==> config.mk <==
export PLATFORM = sky130hd
export DESIGN_NAME = rom_load_sequencer
export DESIGN_NICKNAME = d
export VERILOG_FILES = /design/src/rtl/rom_load_sequencer.sv
export SDC_FILE = /design/constraint.sdc
export NUM_CORES = 1
export LEC_CHECK = 0
export BUFFER_PORTS_ARGS = -buffer_cell sky130_fd_sc_hd__buf_2
export CORE_UTILIZATION = 40
export DETAILED_ROUTE_END_ITERATION = 10
export MAX_ROUTING_LAYER = met4
export SLEW_MARGIN = 20
export SYNTH_ARGS = -nofsm -noshare
export SYNTH_HDL_FRONTEND = slang
export SYNTH_SLANG_ARGS = --single-unit
==> constraint.sdc <==
create_clock -name clk_sys -period 6.2 [get_ports clk_sys]
set_clock_uncertainty 0.05 [all_clocks]
set_input_delay 0 -clock clk_sys [delete_from_list [all_inputs] [get_ports clk_sys]]
set_output_delay 0 -clock clk_sys [all_outputs]
set_load 0.03 [all_outputs]
==> src/rtl/rom_load_sequencer.sv <==
// rom_load_sequencer: steers the HPS ioctl download stream into four ROM
// regions, counts accepted bytes, and holds the core in reset until a
// correctly sized image has arrived and a settle delay has elapsed.
module rom_load_sequencer #(
    parameter logic [16:0] BASE1         = 17'h08000,
    parameter logic [16:0] BASE2         = 17'h0C000,
    parameter logic [16:0] BASE3         = 17'h0C120,
    parameter logic [16:0] TOTAL_LEN     = 17'h0C220,
    parameter int          SETTLE_CYCLES = 16
) (
    input  logic        clk_sys,
    input  logic        reset,
    input  logic        ioctl_download,
    input  logic        ioctl_wr,
    input  logic [24:0] ioctl_addr,
    input  logic [7:0]  ioctl_dout,
    input  logic        user_reset,
    output logic [3:0]  rom_sel,
    output logic [15:0] rom_addr,
    output logic [7:0]  rom_data,
    output logic        rom_wr,
    output logic        core_reset,
    output logic        load_done,
    output logic        load_err,
    output logic [16:0] byte_count
);

    typedef enum logic [2:0] {
        IDLE,
        LOAD,
        SETTLE,
        RUN,
        ERR
    } state_t;

    // Counter only ever holds SETTLE_CYCLES-1 down to 0.
    localparam int CW = (SETTLE_CYCLES > 1) ? $clog2(SETTLE_CYCLES) : 1;
    localparam logic [CW-1:0] SETTLE_RELOAD = CW'(SETTLE_CYCLES - 1);

    state_t        state;
    state_t        state_next;

    logic          dl_q;
    logic          wr_q;
    logic [24:0]   addr_q;
    logic [7:0]    dout_q;

    logic          overflow;
    logic [CW-1:0] settle_cnt;

    logic          rise;
    logic          fall;
    logic          in_range;
    logic          accept;
    logic          drop;
    logic [16:0]   count_inc;
    logic [16:0]   count_after;
    logic          ovf_after;
    logic          image_ok;
    logic          load_entry;

    logic [16:0]   addr_low;
    logic [16:0]   region_base;
    logic [16:0]   local_addr;
    logic [3:0]    sel_dec;

    // Input capture stage; dl_q resets high so a download already in
    // progress when reset releases is not mistaken for a new rising edge.
    always_ff @(posedge clk_sys or posedge reset) begin
        if (reset) begin
            dl_q   <= 1'b1;
            wr_q   <= 1'b0;
            addr_q <= '0;
            dout_q <= '0;
        end else begin
            dl_q   <= ioctl_download;
            wr_q   <= ioctl_wr;
            addr_q <= ioctl_addr;
            dout_q <= ioctl_dout;
        end
    end

    assign rise      = ioctl_download & ~dl_q;
    assign fall      = ~ioctl_download & dl_q;
    assign addr_low  = addr_q[16:0];
    assign in_range  = (addr_q[24:17] == 8'd0) && (addr_low < TOTAL_LEN);
    assign accept    = (state == LOAD) && wr_q && in_range;
    assign drop      = (state == LOAD) && wr_q && !in_range;
    assign count_inc = (byte_count == 17'h1FFFF) ? byte_count : byte_count + 17'd1;

    // The image check at the falling edge includes a write still in flight
    // in the capture stage, so a write in the last download cycle counts.
    assign count_after = accept ? count_inc : byte_count;
    assign ovf_after   = overflow | drop;
    assign image_ok    = (count_after == TOTAL_LEN) && !ovf_after;
    assign load_entry  = (state_next == LOAD) && (state != LOAD);

    // Region decode of the captured address into a one-hot select and base.
    always_comb begin
        sel_dec     = 4'b1000;
        region_base = BASE3;
        if (addr_low < BASE1) begin
            sel_dec     = 4'b0001;
            region_base = 17'd0;
        end else if (addr_low < BASE2) begin
            sel_dec     = 4'b0010;
            region_base = BASE1;
        end else if (addr_low < BASE3) begin
            sel_dec     = 4'b0100;
            region_base = BASE2;
        end
    end

    assign local_addr = addr_low - region_base;

    // State register.
    always_ff @(posedge clk_sys or posedge reset) begin
        if (reset) begin
            state <= IDLE;
        end else begin
            state <= state_next;
        end
    end

    // Next-state logic: a new download wins from every resting state.
    always_comb begin
        state_next = state;
        case (state)
            IDLE: begin
                if (rise) state_next = LOAD;
            end
            LOAD: begin
                if (fall) state_next = image_ok ? SETTLE : ERR;
            end
            SETTLE: begin
                if (rise) state_next = LOAD;
                else if (!user_reset && (settle_cnt == '0)) state_next = RUN;
            end
            RUN: begin
                if (rise) state_next = LOAD;
                else if (user_reset) state_next = SETTLE;
            end
            ERR: begin
                if (rise) state_next = LOAD;
            end
            default: state_next = IDLE;
        endcase
    end

    // State-decoded outputs: the core only runs in RUN.
    always_comb begin
        core_reset = (state != RUN);
        load_err   = (state == ERR);
    end

    // Byte counter and overflow flag, restarted on every new download.
    always_ff @(posedge clk_sys or posedge reset) begin
        if (reset) begin
            byte_count <= '0;
            overflow   <= 1'b0;
        end else if (load_entry) begin
            byte_count <= '0;
            overflow   <= 1'b0;
        end else if (state == LOAD) begin
            byte_count <= count_after;
            overflow   <= ovf_after;
        end
    end

    // load_done is sticky across user resets and cleared by a new download.
    always_ff @(posedge clk_sys or posedge reset) begin
        if (reset) begin
            load_done <= 1'b0;
        end else if (load_entry) begin
            load_done <= 1'b0;
        end else if (state_next == RUN) begin
            load_done <= 1'b1;
        end
    end

    // Settle down-counter, reloaded on entry and while user_reset is held.
    always_ff @(posedge clk_sys or posedge reset) begin
        if (reset) begin
            settle_cnt <= '0;
        end else if ((state_next == SETTLE) && (state != SETTLE)) begin
            settle_cnt <= SETTLE_RELOAD;
        end else if (state == SETTLE) begin
            if (user_reset) begin
                settle_cnt <= SETTLE_RELOAD;
            end else if (settle_cnt != '0) begin
                settle_cnt <= settle_cnt - CW'(1);
            end
        end
    end

    // Registered ROM write port; select is forced to zero between writes.
    always_ff @(posedge clk_sys or posedge reset) begin
        if (reset) begin
            rom_wr   <= 1'b0;
            rom_sel  <= '0;
            rom_addr <= '0;
            rom_data <= '0;
        end else begin
            rom_wr  <= accept;
            rom_sel <= accept ? sel_dec : 4'b0000;
            if (accept) begin
                rom_addr <= local_addr[15:0];
                rom_data <= dout_q;
            end
        end
    end

endmodule

# After elaboration in Yosys (flattened, before gate mapping)
# Index checks and enable logic that the tools add are counted.
[word_totals]
register_bits = 90
in_bits = 38
output_inout_bits = 49
wordCells = 85
[op_classes]
addsub = 3
magnitude_cmp = 4
eq_ne = 12
n_mux = 27
bitwise_logic = 5
reduce_logical = 21
[op_table]
columns = ["op", "count"]
rows = [
  ["17-bit by 16-bit less-than comparator with 1-bit output, second input constant", 4],
  ["17-bit 2-to-1 mux", 4],
  ["4-bit 2-to-1 mux", 8],
  ["3-bit 2-to-1 mux", 7],
  ["17-bit by 1-bit adder with 17-bit output, second input constant", 1],
  ["17-bit by 16-bit equality test with 1-bit output, second input constant", 1],
  ["17-bit equality test, second input constant", 1],
  ["16-bit 2-to-1 mux", 1],
  ["16-bit subtractor", 1],
  ["15-bit 2-to-1 mux", 1],
  ["3-bit by 2-bit equality test with 1-bit output, second input constant", 4],
  ["3-bit case mux with 4 select lines", 1],
  ["9-bit 2-to-1 mux", 1],
  ["1-bit logical AND", 8],
  ["8-bit logical NOT", 1],
  ["3-bit by 1-bit equality test with 1-bit output, second input constant", 2],
  ["3-bit by 2-bit inequality test with 1-bit output, second input constant", 2],
  ["2-bit nonzero test", 3],
  ["4-bit logical NOT", 1],
  ["1-bit 2-to-1 mux", 4],
  ["4-bit nonzero test", 1],
  ["4-bit by 1-bit subtractor with 4-bit output, second input constant", 1],
  ["3-bit equality test, second input constant", 1],
  ["1-bit logical NOT", 3],
  ["8 further kinds", 10],
]

# Longest topological paths before layout
[logic_depth]
depth_word = 14
mapped_depth = 13
depth_no_buf = 13

# Least setup slack after synthesis
# OpenSTA, ideal clock, no wires.
[synth_timing]
path_type = "register to register"
startpoint = "register byte_count[1]"
endpoint = "register state[2]"
arrival_time_ns = 2.716
t_required_ns = 6.031
slack_ns = 3.316
path_stages_with_launch = 10
n_path_buf = 0
synth_period_minus_slack_ns = 2.884
path_cell_list = "dfrtp_1 > ha_1 > nand4_1 > nor4_2 > nor4_2 > a311oi_1 > a41oi_1 > nor4_2 > nand3_2 > a21bo_1"
[synth_via]
elab_chain_len = 8
[synth_rtl]
columns = ["item", "line_no", "source"]
rows = [
  ["from (decl)", "25", "output logic [16:0] byte_count"],
  ["from (signal assigned)", "165", "byte_count <= count_after;"],
  ["17-bit by 1-bit adder with 17-bit output or 17-bit equality test (tied branches)", "89", "assign count_inc = (byte_count == 17'h1FFFF) ? byte_count : byte_count + 17'd1;"],
  ["17-bit 2-to-1 mux", "89", ""],
  ["17-bit 2-to-1 mux *", "93", "assign count_after = accept ? count_inc : byte_count;"],
  ["17-bit by 16-bit equality test with 1-bit output *", "95", "assign image_ok = (count_after == TOTAL_LEN) && !ovf_after;"],
  ["1-bit logical AND *", "95", ""],
  ["3-bit 2-to-1 mux * (2 in series)", "133", "if (fall) state_next = image_ok ? SETTLE : ERR;"],
  ["3-bit case mux with 4 select lines *", "128", "case (state)"],
  ["named net state_next[2]", "41", "state_t state_next;"],
  ["to (signal assigned)", "121", "state <= state_next;"],
  ["to (decl)", "40", "state_t state;"],
]
# The timed path passes the listed nets; every way through them passes the cells marked *.
# A chain may end at the register's enable or synchronous reset.

# Worst setup path after layout
[layout_timing]
startpoint = "register state[1]"
endpoint = "register state[2]"
[layout_via]
elab_chain_len = 9
[layout_rtl]
columns = ["item", "line_no"]
rows = [
  ["3-bit by 1-bit equality test with 1-bit output", "87, 88, 128"],
  ["1-bit logical AND", "87, 88"],
  ["1-bit logical AND, on equally long branches", "87, 88"],
  ["17-bit 2-to-1 mux or 1-bit bitwise OR (tied branches)", "93, 94"],
  ["17-bit by 16-bit equality test with 1-bit output or 1-bit logical NOT (tied branches)", "95"],
  ["1-bit logical AND", "95"],
  ["3-bit 2-to-1 mux (2 in series)", "133"],
  ["3-bit case mux with 4 select lines *", "128"],
  ["named net state_next[2]", "41"],
]
# Marks and branches as above.

==> results.py <==
metrics = {
    "sta": {
        "fin_crit_sh_pct": 56.64,
        "hold_viol": 0,
        "fin_setup_tns_ps": 0,
        "tightest_slew_ps": 785.8,
        "rsz0062_at_grt": "false",
        "finalSetupViolCount": 0,
        "fmax_mhz": 284.8,
        "maxSlewHeadroom_pct": 47.61,
        "hold_ws_ps": 208.4,
        "finalCriticalPeriod_ps": 3512,
        "drv_slew": 0,
    },
    "global_routing": {
        "grt_max_degree": 91,
        "grt.total_usage_pct": 19.56,
        "grt_overflow_total": 0,
        "grt_pass1_vias": 3063,
        "grt_pass1_wl_um": 14910,
        "antenna_found_initial": 0,
    },
    "clocking": {
        "cts_resized": 0,
        "clock_latency_ps": 370,
        "cts_tree": "built",
        "clkTransAtPathRegs_ps": 100,
        "cts_root_buffer": "clkbuf_8",
        "clockBufferDepth": 2,
        "cts_buffers": 9,
        "clock_sinks": 90,
        "cts_max_level": 3,
    },
    "drt": {
        "drc": 0,
        "firstDrtPassIters": 4,
        "vias_per_cell": 5.070,
        "drtIter0Drc": 203,
        "wl_um": 9348,
        "vias": 3316,
        "wl_per_cell_um": 14.29,
        "drtAntennaViolNets": 0,
    },
    "yosys": {
        "syn_area_per_cell_sq_um": 10.23,
        "async_flop_share_pct": 100.0,
        "syn_nets": 438,
        "synth_edf_count": 0,
        "synth.yosys.seq_area_share_pct": 55.90,
        "ys_seq_elements": 90,
        "yosys.cell_types.count": 59,
        "ys.flop_type": "dfrtp_1",
        "synthCells": 394,
        "syn_area_sq_mm": 0.004031,
        "synth_warnings": 0,
    },
    "place": {
        "place.gp.congestion": 0.8833,
        "dp_hpwl_um": 6406,
        "port_buffers": 86,
        "place_inst": 601,
    },
    "critical_path": {
        "crit_path_max_incr_delay_ps": 790,
        "startpoint_type": "register",
        "cp_data_required_time_ps": 6420,
        "path_cells": "nor3b_4 > nand2_2 > or3_2 > nor2_2 > a21oi_1 > nor4_2 > nand3_2 > a21bo_1",
        "worstSetupPathType": "reg2reg",
        "r2r_slack_ps": 2690,
        "critPathArrivalTime_ps": 3730,
        "end_kind": "register",
        "cpLargestDelayFamily": "simple AND/OR/NAND/NOR gates",
        "crit_slowest_cell": "or3_2",
        "cp_max_fo": 34,
        "cp_num_buf_inv": 0,
    },
    "worst_hold_path": {
        "hold_class": "in2reg",
    },
    "pwr": {
        "seqPwrFrac_pct": 48.5,
        "clkPwrFrac_pct": 34.2,
        "comb_power_share_pct": 17.3,
        "ir_worst_vdd_uv": 164.4,
        "p_int_uw": 958.5,
        "p_leak_uw": 0.002504,
        "power.density_mw_per_mm2": 262.8,
        "p_sw_uw": 406.7,
        "swShare_pct": 29.79,
    },
    "cells_and_area": {
        "fillCellCount": 900,
        "fin_nets": 560,
        "final_common_cell": "dfrtp_1",
        "final_cell_mix": "89 x dfrtp_1, 86 x buf_2, 75 x nand2_1",
        "multi_input_area_sq_mm": 0.001683,
        "layout.area.seq_sq_mm": 0.002253,
        "drive_gt1_share_pct": 23.99,
        "areaGrowthSynthToFinish_pct": 28.86,
        "diodes": 0,
        "fin_cells": 654,
    },
    "status": {
        "status": "completed",
    },
    "die": {
        "io_pins": 87,
        "dieWidth_um": 102.4,
        "placementRows": 36,
        "die_y_um": 102.4,
        "die_area_sq_mm": 0.01048,
        "core-area_sq_mm": 0.009774,
        "start_util_pct": 41.24,
    },
    "job": {
        "cap_violations": 0,
    },
}
flip-flops by register name, indices dropped and copies added (netlist names):
register    count
overflow        1
addr_q         25
dl_q            1
rom_wr          1
wr_q            1
state           3
load_done       1
dout_q          8
rom_data        8
rom_sel         4
settle_cnt      4
rom_addr       16
byte_count     17
path summary, 6_finish.rpt:
| path | startpoint | end | depth (start not counted) |
|---|---|---|---|
| max in group asynchronous | reset | addr_q[16] | 4 |
| worst min-delay path | ioctl_dout[5] | dout_q[5] | 2 |
| worst max-delay path | state[1] | state[2] | 8 |
| worst min register to register | addr_q[2] | rom_addr[2] | 2 |
| worst max register to register | state[1] | state[2] | 8 |
| min in group asynchronous | reset | settle_cnt[3] | 4 |
final cells by class:
cell class | instances | area share, %
Timing Repair Buffer | 124 | 15.63
Clock buffer | 10 | 2.649
Tap cell | 133 | 3.203
Sequential cell | 90 | 43.38
Inverter | 11 | 0.8671
Multi-Input combinational cell | 280 | 32.39
Clock inverter | 6 | 1.879
stage by stage:
stage | area [sq um] | worst slack [ps] | util, % | total power [uW]
floorplan | 4031 | 3316 | - | 828.4
global placement | 4584 | 2628 | 46.90 | 890.3
detailed placement | 4584 | 2560 | 46.90 | 891.8
CTS | 5190 | 2530 | 53.10 | 1378
global route | 5195 | 2432 | 53.15 | 1437
finish | 5195 | 2688 | 53.15 | 1365
kinds of logic (layout without fill, tap and decap cells):
group                      count (synthesis)  count (layout)  synth area share (%)
adders and majority gates                  6               6                 1.862
and+or+nand+nor                          178             178                 23.06
DFF                                       90              90                 55.90
AOI/OAI and AO/OA                         75              75                 11.76
muxes                                     10              10                 2.638
xor gates and xnor gates                  11              11                 2.390
buffers and inverters                     24             151                 2.390
metal layers:
metal / vias up / wire, um / global-route usage [%]
met5: - / 0 / -
met4: 0 / 152 / 8.132
met3: 10 / 431 / 3.625
met2: 83 / 4529 / 29.79
met1: 1587 / 4234 / 25.71
li1: 1636 / - / -
cell usage after synthesis, types with 2 or more instances:
| cell type | n | share of area, % |
|---|---|---|
| a21oi_1 | 23 | 2.9 |
| nor2_1 | 22 | 2.0 |
| o31ai_1 | 2 | 0.37 |
| buf_2 | 3 | 0.37 |
| nand2_1 | 75 | 7.0 |
| nor4_2 | 3 | 0.93 |
| xor2_1 | 3 | 0.65 |
| and2_1 | 4 | 0.62 |
| nand2b_1 | 8 | 1.2 |
| mux2i_1 | 8 | 2.0 |
| inv_1 | 10 | 0.93 |
| dfrtp_1 | 89 | 55 |
| nor2b_1 | 4 | 0.62 |
| and3_1 | 9 | 1.4 |
| and4_1 | 2 | 0.43 |
| or3_1 | 3 | 0.47 |
| ha_1 | 6 | 1.9 |
| nor3_1 | 9 | 1.1 |
| o21ai_0 | 9 | 1.1 |
| a211oi_1 | 2 | 0.37 |
| nor2_2 | 2 | 0.31 |
| nor4_1 | 6 | 0.93 |
| o22ai_1 | 3 | 0.47 |
| o21ai_1 | 15 | 1.9 |
| a22o_1 | 2 | 0.43 |
| xnor2_1 | 8 | 1.7 |
| nand3_1 | 9 | 1.1 |
| a31oi_1 | 6 | 0.93 |
| clkbuf_1 | 10 | 0.93 |
| nand4_1 | 10 | 1.6 |
worst register-to-register path, cell delays in order, from the launching register on:
cell     delay [ps]
dfrtp_1         480
nor3b_4         590
nand2_2         220
or3_2           790
nor2_2          350
a21oi_1         120
nor4_2          430
nand3_2         170
a21bo_1         210
power groups by stage:
stage	registers, uW	clock network (uW)	logic [uW]
floorplan	684	0	145
global placement	672	0	218
detailed placement	673	0	218
CTS	661	479	237
global route	669	505	263
finish	662	467	236
what timing repair did:
item                      4_1_cts  5_1_grt
hold endpoints to repair      128        0
hold buffers                   37        0
setup buffers                   0        0
Power figures use the tool's default switching activity.
